File: config.mk
export PLATFORM = sky130hd
export DESIGN_NAME = unified_mem_arbiter
export DESIGN_NICKNAME = d
export VERILOG_FILES = /design/src/rtl/unified_mem_arbiter.sv
export SDC_FILE = /design/constraint.sdc
export NUM_CORES = 1
export LEC_CHECK = 0
export CAP_MARGIN = 20
export CORE_AREA = 2 2 103 105
export CTS_BUF_LIST = sky130_fd_sc_hd__clkbuf_8
export CTS_CLUSTER_SIZE = 16
export DETAILED_ROUTE_END_ITERATION = 6
export DIE_AREA = 0 0 105 107
export PLACE_DENSITY = 0.75
export RECOVER_POWER = 25
export SLEW_MARGIN = 20
export SYNTH_ARGS = -nofsm -noshare
export SYNTH_HDL_FRONTEND = slang
export SYNTH_SLANG_ARGS = --single-unit
File: constraint.sdc
create_clock -name clk -period 2.8 [get_ports clk]
set_input_delay 0.28 -clock clk [delete_from_list [all_inputs] [get_ports clk]]
set_output_delay 0.28 -clock clk [all_outputs]
set_load 0.1 [all_outputs]
File: src/rtl/unified_mem_arbiter.sv
// Arbiter sharing one fixed-latency, single-ported memory between instruction fetch
// and load/store. Data has priority; fetch is guaranteed a grant after STARVE_MAX data wins.
module unified_mem_arbiter #(
    parameter int ADDR_W     = 32,
    parameter int DATA_W     = 32,
    parameter int MEM_LAT    = 2,
    parameter int STARVE_MAX = 4
) (
    input  logic              clk,
    input  logic              reset,
    input  logic              if_req,
    input  logic [ADDR_W-1:0] if_addr,
    output logic              if_ready,
    output logic [DATA_W-1:0] if_rdata,
    input  logic              d_req,
    input  logic              d_we,
    input  logic [ADDR_W-1:0] d_addr,
    input  logic [DATA_W-1:0] d_wdata,
    output logic              d_ready,
    output logic [DATA_W-1:0] d_rdata,
    output logic              mem_valid,
    output logic              mem_we,
    output logic [ADDR_W-1:0] mem_addr,
    output logic [DATA_W-1:0] mem_wdata,
    input  logic [DATA_W-1:0] mem_rdata,
    output logic              busy
);

    // state  | meaning
    // IDLE   | no access in flight; arbitration and issue happen here
    // BUSY_I | fetch access in flight, waiting for mem_rdata
    // BUSY_D | data access in flight, waiting for mem_rdata (or store completion)
    localparam logic [1:0] S_IDLE   = 2'd0;
    localparam logic [1:0] S_BUSY_I = 2'd1;
    localparam logic [1:0] S_BUSY_D = 2'd2;

    localparam int LAT_W = $clog2(MEM_LAT + 1);
    localparam int STV_W = $clog2(STARVE_MAX + 1);

    localparam logic [LAT_W-1:0] LAT_ONE  = LAT_W'(1);
    localparam logic [LAT_W-1:0] LAT_LOAD = LAT_W'(MEM_LAT);
    localparam logic [STV_W-1:0] STV_ONE  = STV_W'(1);
    localparam logic [STV_W-1:0] STV_MAX  = STV_W'(STARVE_MAX);

    logic [1:0]       state;
    logic [LAT_W-1:0] lat_cnt;
    logic [STV_W-1:0] starve_cnt;
    logic             we_q;

    logic grant_d;
    logic issue;
    logic lat_last;

    always_comb begin
        grant_d  = d_req && !(if_req && (starve_cnt == STV_MAX));
        issue    = !reset && (state == S_IDLE) && (if_req || d_req);
        lat_last = (lat_cnt == LAT_ONE);
    end

    // Issue side is Mealy: the winner's request is presented to memory in the same cycle.
    always_comb begin
        mem_valid = issue;
        mem_we    = issue && grant_d && d_we;
        mem_addr  = '0;
        mem_wdata = '0;
        if (issue) begin
            mem_addr = grant_d ? d_addr : if_addr;
            if (grant_d) begin
                mem_wdata = d_wdata;
            end
        end
    end

    always_comb begin
        if_ready = !reset && (state == S_BUSY_I) && lat_last;
        d_ready  = !reset && (state == S_BUSY_D) && lat_last;
        if_rdata = if_ready ? mem_rdata : '0;
        d_rdata  = (d_ready && !we_q) ? mem_rdata : '0;
        busy     = !reset && (state != S_IDLE);
    end

    always_ff @(posedge clk) begin
        if (reset) begin
            state      <= S_IDLE;
            lat_cnt    <= '0;
            starve_cnt <= '0;
            we_q       <= 1'b0;
        end else begin
            case (state)
                S_IDLE: begin
                    if (!if_req) begin
                        starve_cnt <= '0;
                    end else if (!grant_d) begin
                        starve_cnt <= '0;
                    end else if (starve_cnt != STV_MAX) begin
                        starve_cnt <= starve_cnt + STV_ONE;
                    end
                    if (issue) begin
                        state   <= grant_d ? S_BUSY_D : S_BUSY_I;
                        lat_cnt <= LAT_LOAD;
                        we_q    <= grant_d && d_we;
                    end
                end
                S_BUSY_I, S_BUSY_D: begin
                    lat_cnt <= lat_cnt - LAT_ONE;
                    if (lat_last) begin
                        state <= S_IDLE;
                    end
                end
                default: begin
                    state <= S_IDLE;
                end
            endcase
        end
    end

endmodule
==> run_results.csv <==
group,metric,value,unit
cells_and_area,nets,668,
global_routing,grt_pass1_wl,16100,um
placement,place_ws,401,ps
cells_and_area,area_delta_synth_final,231,%
placement,placed_cell_area,5990,um2
sta,setup_slack,333,ps
sta,hold_viol,0,
die,initial_core_util,0.180,
worst_setup_path,path_depth,6,
power,p_leak,2.33,nW
synthesis,ys.flop_type,"dfxtp_1",
cells_and_area,fill_cells,841,
sta,hold_ws,466,ps
power,peakVddDrop,0.333,mV
drt,drc,0,
worst_setup_path,worst_path_max_delay_cell,"dlygate4sd3_1",
worst_setup_path,reg2reg_to,"state[0]$_SDFFE_PP0P_",
global_routing,grt_use_total,0.175,
clocking,cts-resized-gates,0,
global_routing,grt_max_degree,34,
placement,gp_congestion,0.796,
worst_setup_path,crit_end,"mem_addr[27]",
synthesis,synth-async-reset-ratio,0,
clocking,worstSkewPairLatency,230,ps
worst_setup_path,path_cells,"dlygate4sd3_1 -> and3_1 -> buf_4 -> o21ai_0 -> a21boi_0 -> buf_12",
cells_and_area,antenna_cells,0,
global_routing,grt-ovfl-total,0,
placement,io_buffers,265,
clocking,cts_buffers,3,
global_routing,grt_pass1_vias,3092,
sta,finalSetupViolations,0,
synthesis,yosysWarnings,0,
worst_setup_path,crit_required,2520,ps
synthesis,yosys-top-cells-count,"and2_1, o21ai_0, nand3_1, a21boi_0, clkbuf_1",
synthesis,yosysMostFrequentCell,"and2_1",
clocking,cts_tree,"built",
status,status,"complete, no violations",
drt,vias,2991,
die,ios,266,
worst_setup_path,cp-start-kind,"input pin",
clocking,htreeDepth,1,
die,die_h,107,um
sta,rsz0062_at_grt,"false",
worst_setup_path,path_max_fanout,32,
sta,slew_viol_final,0,
die,dieArea,11200,um2
worst_setup_path,r2r_slack,1180,ps
drt,drtIter0Drc,136,
synthesis,synth_seq_cells,8,
worst_setup_path,worstPathArrival,2190,ps
clocking,clk_path_buf_depth,2,
sta,fin_crit_sh,0.881,
clocking,path_clk_slew,40,ps
synthesis,synth_area,1820,um2
sta,finClkSkew,3.56,ps
power,finalPower,2.30,mW
sta,worst_slew_pin_slew,1270,ps
synthesis,synthTopCellsByArea,"and2_1, a21boi_0, o21ai_0",
sta,relSlewSlack,0.158,
placement,hpwl,8800,um
synthesis,yosysTopAreaCell,"and2_1",
worst_setup_path,crit_start,"if_req",
synthesis,yosysUniqueCellTypes,38,
synthesis,synth_nets,417,
die,coreArea,10100,um2
sta,fmax,0.405,GHz
worst_setup_path,regToRegStartpoint,"state[0]$_SDFFE_PP0P_",
synthesis,synth-edff-count,0,
clocking,postCtsSetupBuffers,0,
drt,drtAntennaViolNets,0,
cells_and_area,drive_above_1_share,0.335,
worst_setup_path,cp_top_family,"buffers and inverters",
die,die_width,105,um
worst_hold_path,hold_path.class,"flip-flop to flip-flop",
worst_setup_path,crit_buf_inv,3,
synthesis,synthCells,277,
sta,min_period,2470,ps
worst_setup_path,endpoint_kind,"primary output",
power,powerDensity,382,nW/um2
drt,drt-vias-per-instance,4.52,
worst_setup_path,r2r_cells,5,
clocking,cts_sinks,8,
synthesis,seq_area_frac_synth,0.0882,
die,row_count,37,
worst_setup_path,path_class,"input pin to primary output",
drt,drtPass1Iterations,4,
synthesis,syn_avg_cell_area,6.56,um2
drt,post_drt_wl_per_cell,15.5,um
global_routing,grt_antenna_before_repair,0,
synthesis,synth_top_area_frac,0.334,
cells_and_area,stdcell_area,6010,um2
clocking,cts-root-buf,"clkbuf_8",
worst_setup_path,critPathMaxStageDelay,700,ps
clocking,hold_buffers,0,
drt,drt-total-wl,10300,um
run,cap_violations,0,
-- worst min-delay path by stage --
stage,from,endpoint,slack (ps),cells after the start
finish,state[1]$_SDFFE_PP0P_,state[1]$_SDFFE_PP0P_,470,2
global route,state[1]$_SDFFE_PP0P_,state[1]$_SDFFE_PP0P_,510,2
CTS,state[1]$_SDFFE_PP0P_,state[1]$_SDFFE_PP0P_,470,2
detailed placement,state[1]$_SDFFE_PP0P_,state[1]$_SDFFE_PP0P_,470,2
global placement,state[1]$_SDFFE_PP0P_,state[1]$_SDFFE_PP0P_,460,2
floorplan,d_we,we_q$_SDFFE_PP0P_,410,1
-- through the flow --
| stage | setup TNS [ps] | utilization | instances |
|---|---|---|---|
| floorplan | -2330 | - | 277 |
| global placement | 0 | 0.594 | 659 |
| detailed placement | 0 | 0.594 | 659 |
| CTS | 0 | 0.598 | 662 |
| global route | 0 | 0.596 | 662 |
| finish | 0 | 0.596 | 662 |
-- flip-flops by register name, indices dropped and copies added (netlist names) --
register and flops:
starve_cnt 3, lat_cnt 2, state 2, we_q 1
-- worst register-to-register path, delay by kind of cell, from the launching register on --
kind | cells | cell delay, ps
simple gates | 2 | 660
flops | 1 | 310
fa+ha+maj | 1 | 280
compound gates | 1 | 170
buf+inv | 1 | 130
-- logic make-up after synthesis --
logic type,synth area share
AND/OR/NAND/NOR,0.498
flip-flops,0.0882
buffers and inverters,0.0882
AO/OA/AOI/OAI,0.278
adder cells (fa/ha/maj),0.0482
-- area by class of cell --
cell class | count | area (um2) | area share
clock buffer | 3 | 41.3 | 0.00687
inverter | 8 | 30.0 | 0.00500
multi-input combinational | 233 | 1600 | 0.265
sequential | 8 | 160 | 0.0266
tap | 136 | 170 | 0.0283
timing repair buffer | 274 | 4010 | 0.668
-- per-layer routing --
layer / part of all wire / global-route usage
met5: 0 / 0
met1: 0.36 / 0.186
met4: 0.014 / 0.0400
met3: 0.10 / 0.0590
met2: 0.53 / 0.332
-- cell usage in the layout, fill, tap and decap left out, types with 2 or more instances in the layout --
master / netlist / layout
a21boi_0: 28 / 3
a21boi_2: 0 / 28
a32o_1: 2 / 2
and2_0: 0 / 23
and2_1: 97 / 75
and3_1: 2 / 2
buf_12: 0 / 131
buf_4: 1 / 7
clkbuf_1: 15 / 2
clkbuf_2: 6 / 2
clkbuf_8: 0 / 3
clkdlybuf4s50_1: 0 / 131
dfxtp_1: 8 / 8
ha_1: 7 / 7
inv_1: 7 / 7
nand2_1: 2 / 2
nand3_1: 32 / 33
nand4_1: 3 / 3
o21ai_0: 34 / 34
o32ai_1: 2 / 2
-- report_power, final --
part           internal, mW  switching, mW  total (mW)  leakage (nW)
Sequential            0.139         0.0129       0.152        0.0656
Clock                0.0932         0.0465       0.140        0.0216
Combinational         0.770           1.24        2.01          2.24
Total                  1.00           1.30        2.30          2.33
(Power assumes the default switching activity.)
